`src/rtl/vrp_data_ram_rsp_dmx.sv`:
```
// Data-RAM request front end plus read-response demux: forwards arbitrated requests to the RAM,
// tracks read tags through the RAM latency, queues returns and presents them to the owning MSHR.
`ifndef L1D_MSHR_ENTRY_NUM
`define L1D_MSHR_ENTRY_NUM 8
`endif
`ifndef L1D_MSHR_ID_WIDTH
`define L1D_MSHR_ID_WIDTH 3
`endif

module vrp_data_ram_rsp_dmx #(
    parameter int ENTRY_NUM  = `L1D_MSHR_ENTRY_NUM,
    parameter int ID_WIDTH   = `L1D_MSHR_ID_WIDTH,
    parameter int ADDR_WIDTH = 8,
    parameter int DATA_WIDTH = 128,
    parameter int RD_LAT     = 2,
    parameter int RSP_DEPTH  = 4
) (
    input  logic                  clk,
    input  logic                  rst,
    input  logic                  in_vld,
    output logic                  in_rdy,
    input  logic                  in_wr,
    input  logic [ID_WIDTH-1:0]   in_mshr_id,
    input  logic [ADDR_WIDTH-1:0] in_addr,
    input  logic [DATA_WIDTH-1:0] in_wdata,
    output logic                  ram_en,
    output logic                  ram_wr,
    output logic [ADDR_WIDTH-1:0] ram_addr,
    output logic [DATA_WIDTH-1:0] ram_wdata,
    input  logic [DATA_WIDTH-1:0] ram_rdata,
    output logic [ENTRY_NUM-1:0]  v_rsp_vld,
    input  logic [ENTRY_NUM-1:0]  v_rsp_rdy,
    output logic [DATA_WIDTH-1:0] rsp_data,
    output logic [ID_WIDTH-1:0]   rsp_mshr_id
);

    localparam int OCC_W = $clog2(RSP_DEPTH + 1);
    localparam int PTR_W = (RSP_DEPTH > 1) ? $clog2(RSP_DEPTH) : 1;

    if (RD_LAT < 1 || RSP_DEPTH < 1 || ENTRY_NUM < 1) begin : g_bad_param
        $error("vrp_data_ram_rsp_dmx: RD_LAT and RSP_DEPTH must be >= 1");
    end

    logic [OCC_W-1:0]                 occ_q, occ_d;
    logic [RD_LAT-1:0]                tag_vld_q;
    logic [RD_LAT-1:0][ID_WIDTH-1:0]  tag_id_q;
    logic [ID_WIDTH-1:0]              fifo_id_q   [RSP_DEPTH];
    logic [DATA_WIDTH-1:0]            fifo_data_q [RSP_DEPTH];
    logic [PTR_W-1:0]                 wr_ptr_q, rd_ptr_q;
    logic [OCC_W-1:0]                 cnt_q, cnt_d;

    logic                  acc, rd_acc, push, pop, empty, full;
    logic [ID_WIDTH-1:0]   head_id;
    logic [DATA_WIDTH-1:0] head_data;
    logic [ENTRY_NUM-1:0]  head_oh;

    function automatic logic [PTR_W-1:0] ptr_inc(input logic [PTR_W-1:0] p);
        return (p == PTR_W'(RSP_DEPTH - 1)) ? '0 : p + PTR_W'(1);
    endfunction

    // occ counts in-flight plus queued reads, so every tag leaving the pipe has a FIFO slot.
    assign in_rdy    = !rst && (in_wr || (occ_q < OCC_W'(RSP_DEPTH)));
    assign acc       = in_vld && in_rdy;
    assign rd_acc    = acc && !in_wr;

    assign ram_en    = acc;
    assign ram_wr    = in_wr;
    assign ram_addr  = in_addr;
    assign ram_wdata = in_wdata;

    assign push      = tag_vld_q[RD_LAT-1];
    assign empty     = (cnt_q == '0);
    assign full      = (cnt_q == OCC_W'(RSP_DEPTH));
    assign head_id   = fifo_id_q[rd_ptr_q];
    assign head_data = fifo_data_q[rd_ptr_q];

    always_comb begin
        head_oh = '0;
        for (int i = 0; i < ENTRY_NUM; i++) begin
            head_oh[i] = (head_id == ID_WIDTH'(i));
        end
    end

    // Only the ready bit of the head's owner can pop it.
    assign pop         = !rst && !empty && |(head_oh & v_rsp_rdy);
    assign v_rsp_vld   = (rst || empty) ? '0 : head_oh;
    assign rsp_data    = (rst || empty) ? '0 : head_data;
    assign rsp_mshr_id = (rst || empty) ? '0 : head_id;

    always_comb begin
        occ_d = occ_q;
        if (rd_acc && !pop)      occ_d = occ_q + OCC_W'(1);
        else if (!rd_acc && pop) occ_d = occ_q - OCC_W'(1);
        cnt_d = cnt_q;
        if (push && !pop)        cnt_d = cnt_q + OCC_W'(1);
        else if (!push && pop)   cnt_d = cnt_q - OCC_W'(1);
    end

    always_ff @(posedge clk) begin
        if (rst) begin
            occ_q     <= '0;
            cnt_q     <= '0;
            wr_ptr_q  <= '0;
            rd_ptr_q  <= '0;
            tag_vld_q <= '0;
        end else begin
            occ_q        <= occ_d;
            cnt_q        <= cnt_d;
            tag_vld_q[0] <= rd_acc;
            for (int i = 1; i < RD_LAT; i++) tag_vld_q[i] <= tag_vld_q[i-1];
            if (push) wr_ptr_q <= ptr_inc(wr_ptr_q);
            if (pop)  rd_ptr_q <= ptr_inc(rd_ptr_q);
        end
    end

    // Payload storage needs no reset; validity lives in the tag valids and the count.
    always_ff @(posedge clk) begin
        tag_id_q[0] <= in_mshr_id;
        for (int i = 1; i < RD_LAT; i++) tag_id_q[i] <= tag_id_q[i-1];
        if (push) begin
            fifo_id_q[wr_ptr_q]   <= tag_id_q[RD_LAT-1];
            fifo_data_q[wr_ptr_q] <= ram_rdata;
        end
    end

    always_ff @(posedge clk) begin
        if (!rst) begin
            assert (!(push && full));
            assert (!(acc && (32'(in_mshr_id) >= ENTRY_NUM)));
        end
    end

endmodule

```
`config.mk`:
```
export PLATFORM = sky130hd
export DESIGN_NAME = vrp_data_ram_rsp_dmx
export DESIGN_NICKNAME = d
export VERILOG_FILES = /design/src/rtl/vrp_data_ram_rsp_dmx.sv
export SDC_FILE = /design/constraint.sdc
export NUM_CORES = 1
export LEC_CHECK = 0
export ABC_AREA = 1
export BUFFER_PORTS_ARGS = -buffer_cell sky130_fd_sc_hd__buf_2
export CAP_MARGIN = 10
export CORE_AREA = 5 5 213 215
export DETAILED_ROUTE_END_ITERATION = 8
export DIE_AREA = 0 0 218 220
export PLACE_DENSITY = 0.76
export SLEW_MARGIN = 25
export SYNTH_ARGS = -nofsm -noshare
export SYNTH_HDL_FRONTEND = slang
export SYNTH_SLANG_ARGS = --single-unit
```
`constraint.sdc`:
```
create_clock -name clk -period 5.44 [get_ports clk]
set_input_delay 0.272 -clock clk [delete_from_list [all_inputs] [get_ports clk]]
set_output_delay 0.272 -clock clk [all_outputs]
set_load 0.05 [all_outputs]
```
==> flow_metrics.env <==
export IMPL_status="completed"
export IMPL_setup_ws_ns=1.384
export IMPL_syn_inst=1817
export IMPL_hold_class="primary input to flop"
export IMPL_dpl_cell_area_mm2=0.02303
export IMPL_seq_area_frac_synth=0.7278
export IMPL_path_max_fanout=155
export IMPL_max_cap_violations=0
export IMPL_grt_usage=0.2725
export IMPL_final_area_mm2=0.02625
export IMPL_initial_core_util=0.5091
export IMPL_core_mm2=0.04355
export IMPL_finalPower_uw=9976
export IMPL_h_tree_depth=2
export IMPL_cts_buffer_depth=3
export IMPL_place_port_buffers=284
export IMPL_layout_commonest_cell="nor2_1"
export IMPL_vias=15020
export IMPL_path_clk_slew_ns=0.06
export IMPL_post_drt_wl_per_cell_um=25.23
export IMPL_synth_fp_nets=2105
export IMPL_cp_required_ns=5.17
export IMPL_p_leak_uw=0.009663
export IMPL_critical_path_class="flop to output port"
export IMPL_gp_congestion=0.9488
export IMPL_crit_chain="inv_8, buf_4, o21ai_0, a21oi_1, buf_2"
export IMPL_yosysWarnings=0
export IMPL_cp_start_kind="flop"
export IMPL_drt_iter0_markers=1410
export IMPL_die_h_um=220
export IMPL_finalHoldViolations=0
export IMPL_drt_total_wl_mm=68.30
export IMPL_fp_row_count=77
export IMPL_arrival_ns=3.78
export IMPL_syn_area_per_cell_um2=12.20
export IMPL_antenna_left=0
export IMPL_clock_latency_ns=0.60
export IMPL_boundaryPins=557
export IMPL_cpPeakStageDelay_ns=0.88
export IMPL_peakVddDrop_uv=320.1
export IMPL_viasPerCell=5.548
export IMPL_final_setup_skew_ns=0.01037
export IMPL_rsz0062_at_grt="false"
export IMPL_cp_num_buf_inv=3
export IMPL_async_flop_share=0
export IMPL_syn_to_final_growth_pct=18.42
export IMPL_slew_viol_final=0
export IMPL_grt_pass1_vias=14350
export IMPL_dieArea_mm2=0.04796
export IMPL_final_nets=2355
export IMPL_postCtsResizedCells=0
export IMPL_final_cell_mix="nor2_1, edfxtp_1, buf_2, o21ai_0, a21oi_1"
export IMPL_clock_sinks=544
export IMPL_tightest_slew_ns=1.091
export IMPL_grt_overflow_total=0
export IMPL_grt_pass1_wl_mm=96.30
export IMPL_first_pass_iters=7
export IMPL_utilization=0.6029
export IMPL_ys_flop_type="edfxtp_1"
export IMPL_cpLargestDelayFamily="buffers and inverters"
export IMPL_pwr_density_cell_mw_per_mm2=380.0
export IMPL_post_route_period_util=0.7455
export IMPL_drc=0
export IMPL_syn_area_mm2=0.02217
export IMPL_clock_fmax_mhz=246.6
export IMPL_hpwl_mm=43.44
export IMPL_crit_path_end_kind="output port"
export IMPL_ys_types=27
export IMPL_max_slew_margin=0.2726
export IMPL_cts_tree="done"
export IMPL_root_buffer="clkbuf_16"
export IMPL_layout_drive_gt1_share=0.1857
export IMPL_ys_seq_elements=544
export IMPL_tns_ns=0
export IMPL_antenna_found_initial=7
export IMPL_grt_start_max_net_pins=156
export IMPL_cts_made_buffers=54
export IMPL_setup_viol_count_final=0
export IMPL_cp_slowest_cell="buf_4"
export IMPL_die_w_um=218
export IMPL_synth_edf_count=524
export IMPL_pre_cts_ws_ns=1.767
export IMPL_fin_crit_ns=4.056
## flip-flops by register name (all words and copies together) (netlist names), named ones only
name         count
wr_ptr_q         2
occ_q            3
fifo_id_q       12
fifo_data_q    512
cnt_q            3
tag_vld_q        2
tag_id_q         6
rd_ptr_q         2
## synthesized netlist by cell type, types with 2 or more instances
library cell,n,area [µm²]
buf_4,137,1028
nand4_1,4,25.02
nand3_1,11,55.05
fa_1,2,40.04
inv_1,24,90.09
nor2_1,528,1982
nor3_1,5,25.02
o21ai_1,7,35.03
nand2_2,3,18.77
o21ai_0,256,1281
nor4_1,2,12.51
edfxtp_1,524,15740
nand2_1,39,146.4
nor2_2,3,18.77
clkbuf_1,41,153.9
buf_2,40,200.2
buf_1,18,67.56
a21oi_1,138,690.7
dfxtp_1,20,400.4
buf_6,2,22.52
ha_1,7,87.58
## layout make-up
class / count / area (µm²)
Timing Repair Buffer: 432 / 2922
Fill cell: 3302 / 17290
Tap cell: 592 / 740.7
Inverter: 26 / 130.1
Sequential cell: 544 / 16140
Clock buffer: 76 / 1515
Clock inverter: 24 / 331.6
Multi-Input combinational cell: 1009 / 4461
Antenna cell: 4 / 10.01
## path summary, 6_finish.rpt
check / startpoint / to / slack, ns / depth (start not counted)
hold reg to reg: tag_id_q[2] / tag_id_q[5] / 0.33 / 0
setup / recovery: flop / rsp_data[122] / 1.38 / 5
setup reg to reg: flop / cnt_q[2] / 1.81 / 17
hold / removal: in_vld / tag_vld_q[0] / 0.07 / 4
## worst min-delay path, stage by stage
cell and delay [ns]:
buf_2 0.07, and2_1 0.12, nand2_1 0.10, inv_1 0.06
## metal layers
| metal | part of all wire | global-route usage | up-vias |
|---|---|---|---|
| li1 | - | - | 6733 |
| met1 | 0.31 | 0.2878 | 7172 |
| met2 | 0.48 | 0.4402 | 896 |
| met3 | 0.14 | 0.1305 | 217 |
| met4 | 0.074 | 0.1702 | 0 |
| met5 | 0 | 0.005208 | - |
## cell families after synthesis
group                      after synthesis  share of synthesized area
AOI/OAI and AO/OA                      402                    0.09149
xor gates and xnor gates                 1                  0.0003952
adders and majority gates                9                   0.005757
buffers and inverters                  264                    0.07094
DFF                                    544                     0.7278
and+or+nand+nor                        597                     0.1036
## power by group
group / leakage (µW) / internal [µW] / switching (µW)
Sequential: 0.00489 / 4630 / 50.2
Combinational: 0.00388 / 365 / 1070
Clock: 0.000898 / 2320 / 1550
## repair_timing
action | in CTS | in global routing
hold endpoints to repair | 519 | 0
hold buffers | 133 | 0
buffers inserted | 0 | 0
## through the flow
step / hold WS (ns) / cells
after global routing: 0.1015 / 2705
after floorplan: 0.2997 / 1817
final: 0.07028 / 2707
after detailed placement: 0.3226 / 2469
after global placement: 0.3172 / 2468
after CTS: 0.04348 / 2702
(Power assumes the default switching activity.)
